### src/rtl/pe_pooling_pkg.sv
// ---------------------------------------------------------------------------
// pe_pooling_pkg
// Shared types and helpers for the pooling front-end (window generator).
//   pool_win_state_e : window generator FSM states
//   windows_per_row  : number of complete windows that fit in one row
//   cnt_width        : counter width for a 0..n-1 counter (never below 1 bit)
// ---------------------------------------------------------------------------
package pe_pooling_pkg;

   typedef enum logic {ST_FILL, ST_RUN} pool_win_state_e;

   // Windows are only emitted when fully inside the row, so any tail shorter
   // than a stride is simply dropped by the integer division.
   function automatic int windows_per_row(input int line_w, input int win_w, input int stride);
      return (line_w - win_w) / stride + 1;
   endfunction

   // A counter that only ever holds 0 still needs a 1-bit register.
   function automatic int cnt_width(input int n);
      return (n > 1) ? $clog2(n) : 1;
   endfunction

endpackage

### src/rtl/pe_pooling_window_gen_if.sv
// ---------------------------------------------------------------------------
// pe_pooling_window_gen_if
// Pixel-in / window-out bundle of the pooling window generator.
//   in_valid  : pixel present (master -> block)
//   in_ready  : block can take a pixel (block -> master)
//   in_data   : pixel, pDATA_WIDTH bits
//   out_valid : one-cycle pulse per window, feeds the pooling datapath enable
//   out_data  : packed window, slice 0 (LSBs) is the oldest pixel
//   out_last  : qualifies out_valid, last window of the current row
// ---------------------------------------------------------------------------
interface pe_pooling_window_gen_if #(
   parameter int pDATA_WIDTH  = 8,
   parameter int pWINDOW_SIZE = 3
);

   logic                                in_valid;
   logic                                in_ready;
   logic [pDATA_WIDTH-1:0]              in_data;
   logic                                out_valid;
   logic [pDATA_WIDTH*pWINDOW_SIZE-1:0] out_data;
   logic                                out_last;

   modport master (
      output in_valid, in_data,
      input  in_ready, out_valid, out_data, out_last
   );

   modport slave (
      input  in_valid, in_data,
      output in_ready, out_valid, out_data, out_last
   );

endinterface

### src/rtl/pe_window_shreg.sv
// ---------------------------------------------------------------------------
// pe_window_shreg
// Window-wide shift register. On load the contents move one slice toward
// slice 0 and din enters the top slice.
//   clk         : clock
//   rst         : synchronous active-high reset
//   clr         : synchronous clear
//   load        : shift in din this cycle
//   din         : incoming pixel
//   window_next : contents as they will be after this cycle's load, so the
//                 owner can register a window that includes the newest pixel
// ---------------------------------------------------------------------------
module pe_window_shreg #(
   parameter int pDATA_WIDTH  = 8,
   parameter int pWINDOW_SIZE = 3
) (
   input  logic                                clk,
   input  logic                                rst,
   input  logic                                clr,
   input  logic                                load,
   input  logic [pDATA_WIDTH-1:0]              din,
   output logic [pDATA_WIDTH*pWINDOW_SIZE-1:0] window_next
);

   localparam int TOTAL_W = pDATA_WIDTH * pWINDOW_SIZE;

   logic [TOTAL_W-1:0] win_q;

   // Next-contents view; a one-pixel window degenerates to a plain register.
   generate
      if (pWINDOW_SIZE == 1) begin : g_single
         assign window_next = load ? din : win_q;
      end else begin : g_multi
         assign window_next = load ? {din, win_q[TOTAL_W-1:pDATA_WIDTH]} : win_q;
      end
   endgenerate

   // Storage, wiped by either reset or a stream restart.
   always_ff @(posedge clk) begin
      if (rst || clr) begin
         win_q <= '0;
      end else begin
         win_q <= window_next;
      end
   end

endmodule

### src/rtl/pe_pooling_window_gen.sv
// ---------------------------------------------------------------------------
// pe_pooling_window_gen
// Turns a raster pixel stream into 1-D pooling windows of pWINDOW_SIZE pixels
// stepped by pWINDOW_STRIDE, never spanning a row of pLINE_WIDTH pixels.
//   clk : clock
//   rst : synchronous active-high reset
//   clr : synchronous row/stream restart (in_ready unaffected)
//   io  : pe_pooling_window_gen_if.slave
//         in_valid/in_ready/in_data pixel input,
//         out_valid/out_data/out_last registered window output
// ---------------------------------------------------------------------------
module pe_pooling_window_gen
   import pe_pooling_pkg::*;
#(
   parameter int pDATA_WIDTH    = 8,
   parameter int pWINDOW_SIZE   = 3,
   parameter int pWINDOW_STRIDE = 2,
   parameter int pLINE_WIDTH    = 32
) (
   input  logic                    clk,
   input  logic                    rst,
   input  logic                    clr,
   pe_pooling_window_gen_if.slave  io
);

   // Refuse to build a generator whose window cannot fit in a row.
   generate
      if (pDATA_WIDTH < 1 || pWINDOW_SIZE < 1 || pWINDOW_STRIDE < 1 ||
          pLINE_WIDTH < pWINDOW_SIZE) begin : g_param_check
         $fatal(1, "pe_pooling_window_gen: illegal window/stride/line parameters");
      end
   endgenerate

   localparam int CW  = cnt_width(pLINE_WIDTH);
   localparam int SW  = cnt_width(pWINDOW_STRIDE);
   localparam int WPR = windows_per_row(pLINE_WIDTH, pWINDOW_SIZE, pWINDOW_STRIDE);

   // Column of the pixel that completes the first window, ends the row, and
   // completes the last window of the row.
   localparam logic [CW-1:0] COL_FILL_DONE = CW'(pWINDOW_SIZE - 1);
   localparam logic [CW-1:0] COL_ROW_END   = CW'(pLINE_WIDTH - 1);
   localparam logic [CW-1:0] COL_LAST_WIN  = CW'((WPR - 1) * pWINDOW_STRIDE + pWINDOW_SIZE - 1);
   localparam logic [SW-1:0] STRIDE_DONE   = SW'(pWINDOW_STRIDE - 1);

   pool_win_state_e                     state_q, state_n;
   logic [CW-1:0]                       col_q, col_n;
   logic [SW-1:0]                       stride_q, stride_n;
   logic                                emit, emit_last;
   logic                                accept, load;
   logic                                rst_q;
   logic [pDATA_WIDTH*pWINDOW_SIZE-1:0] window_next;

   assign accept = io.in_valid & io.in_ready;
   assign load   = accept & ~clr;

   pe_window_shreg #(
      .pDATA_WIDTH  (pDATA_WIDTH),
      .pWINDOW_SIZE (pWINDOW_SIZE)
   ) u_shreg (
      .clk         (clk),
      .rst         (rst),
      .clr         (clr),
      .load        (load),
      .din         (io.in_data),
      .window_next (window_next)
   );

   // FSM and counter registers.
   always_ff @(posedge clk) begin
      if (rst) begin
         state_q  <= ST_FILL;
         col_q    <= '0;
         stride_q <= '0;
      end else begin
         state_q  <= state_n;
         col_q    <= col_n;
         stride_q <= stride_n;
      end
   end

   // Next state and window emission. A restart beats a simultaneous pixel.
   // The row-end check comes last so it overrides the fill->run step when a
   // window spans the whole row, and every row restarts in fill.
   always_comb begin
      state_n   = state_q;
      col_n     = col_q;
      stride_n  = stride_q;
      emit      = 1'b0;
      emit_last = 1'b0;
      if (clr) begin
         state_n  = ST_FILL;
         col_n    = '0;
         stride_n = '0;
      end else if (accept) begin
         col_n = (col_q == COL_ROW_END) ? '0 : col_q + CW'(1);
         case (state_q)
            ST_FILL: begin
               if (col_q == COL_FILL_DONE) begin
                  emit     = 1'b1;
                  stride_n = '0;
                  state_n  = ST_RUN;
               end
            end
            ST_RUN: begin
               if (stride_q == STRIDE_DONE) begin
                  emit     = 1'b1;
                  stride_n = '0;
               end else begin
                  stride_n = stride_q + SW'(1);
               end
            end
         endcase
         if (col_q == COL_ROW_END) begin
            state_n  = ST_FILL;
            stride_n = '0;
         end
         emit_last = emit && (col_q == COL_LAST_WIN);
      end
   end

   // Registered outputs. rst_q stretches in_ready low one cycle past reset;
   // out_data keeps the previous window between pulses.
   always_ff @(posedge clk) begin
      if (rst) begin
         rst_q        <= 1'b1;
         io.in_ready  <= 1'b0;
         io.out_valid <= 1'b0;
         io.out_last  <= 1'b0;
         io.out_data  <= '0;
      end else begin
         rst_q        <= 1'b0;
         io.in_ready  <= ~rst_q;
         io.out_valid <= emit;
         io.out_last  <= emit_last;
         if (emit) begin
            io.out_data <= window_next;
         end
      end
   end

endmodule
### src/flat_wrapper.sv
// flat-port wrapper written by rule: the top's interface ports become plain ports
module pe_pooling_window_gen_flat import pe_pooling_pkg::*;
#(
   parameter int pDATA_WIDTH    = 8,
   parameter int pWINDOW_SIZE   = 3,
   parameter int pWINDOW_STRIDE = 2,
   parameter int pLINE_WIDTH    = 32
)
  (clk, rst, clr, io_in_valid, io_in_data, io_in_ready, io_out_valid, io_out_data, io_out_last);
  pe_pooling_window_gen_if #(.pDATA_WIDTH(pDATA_WIDTH), .pWINDOW_SIZE(pWINDOW_SIZE)) io_i ();
  input  logic clk;
  input  logic rst;
  input  logic clr;
  input wire logic [$bits(io_i.in_valid)-1:0] io_in_valid;
  input wire logic [$bits(io_i.in_data)-1:0] io_in_data;
  output wire logic [$bits(io_i.in_ready)-1:0] io_in_ready;
  output wire logic [$bits(io_i.out_valid)-1:0] io_out_valid;
  output wire logic [$bits(io_i.out_data)-1:0] io_out_data;
  output wire logic [$bits(io_i.out_last)-1:0] io_out_last;
  assign io_i.in_valid = io_in_valid;
  assign io_i.in_data = io_in_data;
  assign io_in_ready = io_i.in_ready;
  assign io_out_valid = io_i.out_valid;
  assign io_out_data = io_i.out_data;
  assign io_out_last = io_i.out_last;
  pe_pooling_window_gen #(.pDATA_WIDTH(pDATA_WIDTH), .pWINDOW_SIZE(pWINDOW_SIZE), .pWINDOW_STRIDE(pWINDOW_STRIDE), .pLINE_WIDTH(pLINE_WIDTH)) u_core (.clk(clk), .rst(rst), .clr(clr), .io(io_i));
endmodule
### config.mk
export PLATFORM = sky130hd
export DESIGN_NAME = pe_pooling_window_gen_flat
export DESIGN_NICKNAME = d
export VERILOG_FILES = /design/src/rtl/pe_pooling_pkg.sv /design/src/rtl/pe_pooling_window_gen_if.sv /design/src/rtl/pe_window_shreg.sv /design/src/rtl/pe_pooling_window_gen.sv /design/src/flat_wrapper.sv
export SDC_FILE = /design/constraint.sdc
export NUM_CORES = 1
export LEC_CHECK = 0
export CAP_MARGIN = 20
export CORE_ASPECT_RATIO = 0.5
export CORE_MARGIN = 4
export CORE_UTILIZATION = 45
export CTS_CLUSTER_DIAMETER = 40
export DETAILED_ROUTE_END_ITERATION = 12
export GPL_ROUTABILITY_DRIVEN = 0
export PLACE_DENSITY_LB_ADDON = 0.1
export SLEW_MARGIN = 20
export SYNTH_ARGS = -nofsm -noshare
export SYNTH_HDL_FRONTEND = slang
export SYNTH_HIERARCHICAL = 1
export SYNTH_SLANG_ARGS = --single-unit
### constraint.sdc
create_clock -name clk -period 1.9 [get_ports clk]
set_input_delay 0.38 -clock clk [delete_from_list [all_inputs] [get_ports clk]]
set_output_delay 0.38 -clock clk [all_outputs]
set_load 0.03 [all_outputs]
* Yosys cells after proc, flatten, opt, wreduce, memory -nomap -nowiden
Index checks and enable logic that the tools add are counted.
Storage, ports and cells: flip-flop bits (word level) 59, memories kept 0, logic and storage cells 42, ROM bits 0, input bits 12, output and inout port bits 27, bits in writable memories 0, bits in latches 0
Cells by class: add/subtract/negate cells 2, multipliers 0, eq/ne operators 4, div/mod/pow operators 0, bitwise gates (word level) 6, mux-type cells 16, magnitude comparators 0, reductions and logical operators 5, shift operators 0
Operators by type and width (count):
- 24-bit two-way mux | 1
- 1-bit two-way mux | 12
- 5-bit == test, second input constant | 2
- 5-bit by 1-bit adder with 5-bit output, second input constant | 1
- 5-bit by 2-bit == test with 1-bit output, second input constant | 1
- 5-bit two-way mux | 1
- 1-bit inverter | 4
- 1-bit one-hot mux with 2 select lines | 2
- 3-bit by 1-bit != test with 1-bit output, second input constant | 1
- 3-bit OR reduction | 1
- 1-bit AND | 2
- 2-bit AND reduction | 1
- 2-bit OR reduction | 1
- 1-bit adder, second input constant | 1
- 1-bit logical AND | 1
- 1-bit logical OR | 1

* Depth between registers and ports, before layout
Gate-level depths: netlist of run 1.
depth in word-level cells 7, gate-level depth with buffers 8, mapped depth without buffers 5

* Hierarchy
Netlist of run 1, hierarchy kept.
Modules (own cells, without submodules):
- pe_pooling_window_gen | cells each 153, area each 1570.3 um2, instances 1, sequential area each 700.7 um2
- pe_window_shreg | cells each 78, area each 1073.5 um2, instances 1, sequential area each 480.5 um2

* Worst setup path after synthesis of run 1
Ideal clock, no wire load.
path type register -> register, start reg u_core.col_q[0], end reg u_core.io.out_data[0], library setup time 0.072 ns, data arrival time 2.028 ns, data required time 1.828 ns, path buffers 1, slack -0.200 ns, cell stages (with the launch flop) 7, clock period less this slack 2.100 ns, path through dfxtp_1 -> inv_1 -> ha_1 -> or4b_4 -> a2111oi_4 -> buf_6 -> mux2i_1
Between the ends: longest elaborated chain between the ends 7
RTL lines:
- from (decl) | RTL line pe_pooling_window_gen.sv:46 | logic [CW-1:0] col_q, col_n;
- from (signal assigned) | RTL line pe_pooling_window_gen.sv:76 | col_q <= col_n;
- 5-bit by 2-bit == test with 1-bit output | RTL line pe_pooling_window_gen.sv:98 | if (col_q == COL_FILL_DONE) begin
- 1-bit two-way mux | RTL line pe_pooling_window_gen.sv:98
- 1-bit one-hot mux with 2 select lines | RTL line pe_pooling_window_gen.sv:96 | case (state_q)
- 1-bit two-way mux | RTL line pe_pooling_window_gen.sv:94 | end else if (accept) begin
- 1-bit two-way mux | RTL line pe_pooling_window_gen.sv:90 | if (clr) begin
- 1-bit two-way mux | RTL line pe_pooling_window_gen.sv:94
- 1-bit two-way mux | RTL line pe_pooling_window_gen.sv:90
- to (signal assigned) | RTL line pe_pooling_window_gen.sv:136 | io.out_data <= window_next;
- to (decl) | RTL line pe_pooling_window_gen_if.sv:30 | output in_ready, out_valid, out_data, out_last
No other way between the ends. The select of a mux whose other input is x is not followed. A chain may end at the register's enable or synchronous reset.

* Final worst setup path of run 1
start reg u_core.col_q[0], end reg u_core.io.out_data[12]
The elaborated chain is that of the path after synthesis.

==> run_results.csv, run 1 <==
group,metric,value,unit
outcome,outcome,"finished with violations",
outcome,violations,"negative setup slack",
synth,yosys_warnings,6,
place,dpl.hpwl,3310,um
setup_path,cp_max_fo,26,
sta,layout_min_cycle_time,1.91,ns
detailed_routing,wl_per_cell,14.1,um
pwr,seqPwrFrac,40.2,%
synth,synth_seq_cells,59,
global_route,use_met3,5.63,%
setup_path,critical_path.max_stage_delay,0.48,ns
layout,n_fill_cell,462,
global_route,antenna_found_initial,0,
pwr,p_total,3.11,mW
sta,period_share,100,%
pwr,pwr-share-comb,3.9,%
detailed_routing,firstDrtPassIters,4,
cts,root_buffer,"clkbuf_16",
synth,synth.area.top_cells,"dfxtp_1 45%, mux2_4 11%, nand2b_1 11%, mux2i_1 9.5%, nor2b_1 5.2%",
detailed_routing,drtIter0Drc,95,
synth,synth-seq-area-share,44.7,%
setup_path,path_delay_family,"simple AND/OR/NAND/NOR gates",
min_path,hold_class,"register to register",
setup_path,cp-start-kind,"register",
sta,tightest_slew,0.370,ns
pwr,switching_share,18.9,%
floorplanning,die_w,116,um
pwr,internal_power,2.52,mW
place,io_buffers,38,
sta,clock.fmax,524,MHz
floorplanning,core_area,5590,um^2
sta,setup_viol,5,
cts,cts_sinks,59,
sta,rsz0062_at_grt,"true",
synth,yosysTopAreaCell,"dfxtp_1",
sta,drv_slew,0,
cts,cts_setup_buffers,0,
setup_path,worstPathArrival,2.15,ns
global_route,top_usage_layer,"met2",
detailed_routing,num_vias,1738,
detailed_routing,drc,0,
global_route,grtUsageMet1,20.1,%
floorplanning,pin_count,39,
setup_path,reg2reg_slack,-0.007,ns
setup_path,critical_path_class,"register to register",
cts,ctsHtreeMaxLevel,3,
detailed_routing,wl,5040,um
cts,insertion_delay,0.32,ns
pwr,power_per_cell_area,894,nW/um^2
synth,syn_inst,231,
setup_path,cp_data_required_time,2.15,ns
cts,clk_pin_slew,0.05,ns
synth,synthArstFlopShare,0,%
synth,yosys.area.top_type_share,44.7,%
sta,finalHoldViolations,0,
synth,ys.flop_type,"dfxtp_1",
pwr,clkPwrFrac,55.9,%
run,maxCapViolCount,0,
synth,synth.net_count,246,
detailed_routing,viasPerCell,4.87,
floorplanning,die_h,62.2,um
layout,fin_nets,294,
floorplanning,start_util,47.3,%
synth,synth_area,2640,um^2
synth,synth_most_common_cell,"dfxtp_1",
global_route,grt_pass1_wl,8560,um
setup_path,cp_slowest_cell,"or4b_4",
global_route,grt_use_met2,21.9,%
floorplanning,die_area,7240,um^2
global_route,grt_overflow,0,
cts,numCtsBuffers,9,
setup_path,worstSetupEndpointType,"register",
detailed_routing,ant_nets,0,
synth,yosys-top-cells-count,"59 x dfxtp_1, 48 x nand2b_1, 25 x mux2i_1",
pwr,leakage,1.22,nW
global_route,grt_pass1_vias,1768,
global_route,grt_util_all_layers,15.1,%
global_route,grt_max_degree,43,
synth,ys_types,32,
floorplanning,rows,19,
sta,whs,0.378,ns
cts,cts_tree,"done",
layout,antennaDiodeCount,0,
sta,skew,0.00861,ns
layout,area_delta_synth_final,31.7,%
setup_path,crit_buf_inv,2,
setup_path,path_cells,"inv_2 -> ha_4 -> or4b_4 -> a2111oi_4 -> buf_12 -> mux2i_1",
sta,worst_slack,-0.00692,ns
synth,syn_area_per_cell,11.4,um^2
pwr,vdd_drop_max,509,uV
layout,layout-drive-gt1-share,24.3,%
sta,relSlewSlack,75.3,%
synth,synth_edf_count,0,
cts,cts.path.max_buffers,2,
pwr,p_sw,0.589,mW
==> placed cells by master, fill, tap and decap left out, drive strengths merged <==
| cell type | instances |
|---|---|
| a2111oi | 1 |
| a211oi | 2 |
| a21oi | 3 |
| a2bb2oi | 1 |
| a311o | 1 |
| a311oi | 1 |
| and3 | 1 |
| buf | 14 |
| bufinv | 2 |
| clkbuf | 11 |
| clkdlybuf4s50 | 38 |
| clkinv | 3 |
| dfxtp | 59 |
| ha | 3 |
| inv | 2 |
| mux2 | 24 |
| mux2i | 25 |
| nand2 | 1 |
| nand2b | 48 |
| nand3 | 2 |
| nand4 | 3 |
| nand4b | 1 |
| nor2 | 4 |
| nor2b | 26 |
| nor3 | 1 |
| nor3b | 1 |
| o21ai | 1 |
| or2 | 1 |
| or3 | 1 |
| or4b | 1 |
| xnor2 | 1 |
| xor2 | 1 |
==> flip-flops by register name, summed over array words and instances, names as in the netlist <==
name and flops:
u_core/col_q 5, u_core/io.in_ready 1, u_core/io.out_data 24, u_core/io.out_last 1, u_core/io.out_valid 1, u_core/rst_q 1
u_core/state_q 1, u_core/stride_q 1, u_core/u_shreg/win_q 24
==> power groups by stage <==
stage	combinational [mW]	clock [mW]	sequential, mW
2_1_floorplan	0.0754	0	1.27
3_3_place_gp	0.122	0	1.27
3_5_place_dp	0.122	0	1.27
4_1_cts	0.123	1.78	1.25
5_1_grt	0.131	1.85	1.25
6_report	0.122	1.74	1.25
==> layer usage <==
metal,vias up,wire (um)
met4,0,38
met3,4,241
li1,871,-
met5,-,0
met1,833,2560
met2,30,2200
==> what timing repair did <==
item	4_1_cts	5_1_grt
hold buffers	0	0
gates resized for setup	0	0
endpoints found under the setup margin	16	25
==> cell families after synthesis <==
logic type	synth area share (%)
adders and majority gates	1.42
DFF	44.7
xor gates and xnor gates	0.663
muxes	22.5
buffers and inverters	4.50
AOI/OAI and AO/OA	3.41
and+or+nand+nor	22.8
==> path summary, 6_finish.rpt <==
path                         from                      to  cells after the start
setup / recovery  u_core/col_q[0]  u_core/io.out_data[12]                      6
hold / removal       u_core/rst_q      u_core/io.in_ready                      1
setup reg to reg  u_core/col_q[0]  u_core/io.out_data[12]                      6
hold reg to reg      u_core/rst_q      u_core/io.in_ready                      1
==> metrics by stage <==
step	utilization [%]	TNS (ns)	setup WS [ns]	cells	cell area [um^2]
2_1_floorplan	-	-2.07	-0.104	231	2660
3_3_place_gp	56.4	-1.29	-0.0572	341	3150
3_5_place_dp	56.4	-0.936	-0.0605	341	3150
4_1_cts	62.3	-0.139	-0.0309	357	3480
5_1_grt	62.3	-1.51	-0.101	357	3480
6_report	62.3	-0.0223	-0.00692	357	3480
==> area by class of cell <==
cell class                      count  area [um^2]  area share (%)
Clock buffer                       11          253            7.26
Clock inverter                      5         75.1            2.16
Inverter                            2         7.51           0.216
Multi-Input combinational cell    155         1360            39.0
Sequential cell                    59         1180            34.0
Tap cell                           73         91.3            2.62
Timing Repair Buffer               52          510            14.7
Power figures use the tool's default switching activity.
==> inputs of run 2 (changes only) <==
Settings changed: CORE_UTILIZATION 45 to 48.
==> run 2 against run 1 <==
  * Final area shrank 1.5%
  * Critical endpoint is now u_core/io.out_data[1]
  * Sequential cell count is the same
  * Core utilization up 4.8 points
  * Sequential share of layout area rose by 0.51 points
  * Global-route usage rose by 1.4 points
  * The run still ends with negative setup slack left
  * Wire length grew 7.7%
==> run_results.csv, run 2 (synthesis gave the netlist of run 1 again) <==
group,metric,value,unit
setup_path,crit_cells,7,
global_route,use_met3,6.87,%
setup_path,rr_endpoint,"u_core/io.out_data[1]",
layout,final_common_cell,"dfxtp_1",
sta,finalHoldViolations,0,
floorplanning,pin_count,39,
min_path,holdCritStartpoint,"u_core/rst_q",
min_path,min_to,"u_core/io.in_ready",
pwr,power_per_cell_area,699,nW/um^2
floorplanning,die_w,113,um
global_route,top_usage_layer,"met2",
cts,cts_sinks,59,
detailed_routing,num_vias,1753,
layout,final_cell_mix,"56 x dfxtp_1, 48 x nand2b_1, 38 x clkdlybuf4s50_1",
detailed_routing,wl,5420,um
sta,worst_slack,-0.0794,ns
global_route,grt_pass1_vias,1790,
setup_path,critical_path_class,"register to register",
setup_path,cp_slowest_cell,"or4b_4",
setup_path,crit_buf_inv,3,
sta,tightest_slew,0.369,ns
sta,rsz0062_at_grt,"true",
cts,cts_hold_buf,0,
pwr,leakage,1.19,nW
floorplanning,die_h,60.5,um
cts,cts_tree,"done",
setup_path,worstPathArrival,2.24,ns
setup_path,cp_data_required_time,2.16,ns
global_route,grt_use_met2,25.9,%
place,dpl.cell_count,339,
layout,fin_util,67.1,%
outcome,violations,"negative setup slack",
global_route,grt_pass1_wl,8660,um
setup_path,critical_path.max_stage_delay,0.49,ns
setup_path,worstSetupEndpointType,"register",
floorplanning,die_area,6830,um^2
sta,setup_viol,24,
sta,relSlewSlack,75.4,%
sta,drv_slew,0,
detailed_routing,viasPerCell,4.86,
sta,skew,0.00496,ns
detailed_routing,drc,0,
cts,numCtsBuffers,9,
setup_path,path_cells,"inv_2 -> ha_4 -> or4b_4 -> a2111oi_4 -> buf_6 -> clkbuf_16 -> mux2i_1",
global_route,grtUsageMet1,20.9,%
detailed_routing,drtIter0Drc,69,
setup_path,path_delay_family,"simple AND/OR/NAND/NOR gates",
layout,layout.cells.non_filler,361,
detailed_routing,firstDrtPassIters,4,
outcome,outcome,"finished with violations",
cts,ctsHtreeMaxLevel,3,
sta,period_share,104,%
place,dpl.hpwl,3390,um
sta,clock.fmax,505,MHz
layout,area_delta_synth_final,29.7,%
layout,antennaDiodeCount,0,
global_route,grt_overflow,0,
min_path,holdPathStages,1,
global_route,grt_max_degree,33,
cts,insertion_delay,0.33,ns
setup_path,cp_max_fo,12,
layout,layout-drive-gt1-share,26.1,%
cts,root_buffer,"clkbuf_8",
setup_path,reg2reg_slack,-0.08,ns
place,io_buffers,38,
min_path,hold_class,"register to register",
setup_path,r2r-start,"u_core/col_q[0]",
setup_path,worstRegToRegCells,7,
global_route,antenna_found_initial,0,
global_route,grt_util_all_layers,16.5,%
floorplanning,rows,18,
detailed_routing,wl_per_cell,15.0,um
floorplanning,core_area,5110,um^2
cts,cts.path.max_buffers,2,
detailed_routing,ant_nets,0,
pwr,vdd_drop_max,386,uV
layout,reg.largest.list,"u_core/io.out_data x24, u_core/u_shreg/win_q x24, u_core/col_q x5",
sta,layout_min_cycle_time,1.98,ns
run,maxCapViolCount,0,
setup_path,cp-start-kind,"register",
floorplanning,start_util,51.7,%
layout,fin_nets,301,
cts,clk_pin_slew,0.07,ns
## run 2: cell types whose count changed in the layout (fill, tap and decap cells not counted), moves of 2 or more
cell / change
clkbuf_8: +9
buf_4: +4
clkbuf_16: -7
bufinv_16: -2
clkinvlp_4: +2
## run 2: where the power goes
| group | internal [mW] | switching, mW |
|---|---|---|
| clock network | 0.540 | 0.482 |
| registers | 1.24 | 0.00429 |
| logic | 0.0715 | 0.0569 |
| total | 1.85 | 0.543 |
## run 2: metrics by stage
stage | cell area [um^2] | power [mW] | hold WS [ns] | setup WS (ns) | setup TNS, ns
floorplan | 2660 | 1.35 | 0.361 | -0.104 | -2.07
detailed placement | 3160 | 1.40 | 0.369 | -0.118 | -2.97
global route | 3430 | 2.50 | 0.392 | -0.165 | -3.38
finish | 3430 | 2.40 | 0.377 | -0.0794 | -1.22
CTS | 3340 | 2.43 | 0.379 | -0.0912 | -1.60
global placement | 3160 | 1.40 | 0.366 | -0.0568 | -1.44
## run 2: area by class of cell
| class | count | area [um^2] |
|---|---|---|
| well taps | 70 | 87.6 |
| clock buffers | 12 | 155 |
| clock inverters | 4 | 25.0 |
| fillers | 427 | 1680 |
| flip-flops and latches | 59 | 1180 |
| inverters | 2 | 7.51 |
| multi-input cells | 155 | 1370 |
| repair buffers | 59 | 602 |
## run 2: worst max-delay path by stage
stage / start / to / slack (ns)
finish: u_core/col_q[0] / u_core/io.out_data[1] / -0.08
global route: u_core/col_q[0] / u_core/io.out_data[1] / -0.17
CTS: u_core/col_q[0] / u_core/io.out_data[13] / -0.09
detailed placement: io_in_valid / u_core/io.out_data[12] / -0.12
global placement: io_in_valid / u_core/io.out_data[6] / -0.06
floorplan: u_core/col_q[0] / u_core/io.out_data[0] / -0.10
## run 2: worst register-to-register path: cells and delay by family (launching register included)
family | cells | cell delay (ns)
AOI/OAI and AO/OA | 1 | 0.34
muxes | 1 | 0.20
buffers and inverters | 3 | 0.45
adders and majority gates | 1 | 0.13
DFF | 1 | 0.32
and+or+nand+nor | 1 | 0.49
## run 2: repair_timing
item / in CTS / in global routing
endpoints found under the setup margin: 24 / 24
cloned: 0 / 2
resized for setup: 0 / 2
buffers inserted: 0 / 4
## run 2: routing by layer
metal,routed length (um),up-vias
met3,270,7
met4,53,0
met5,0,-
met1,2720,824
met2,2380,37
li1,-,885
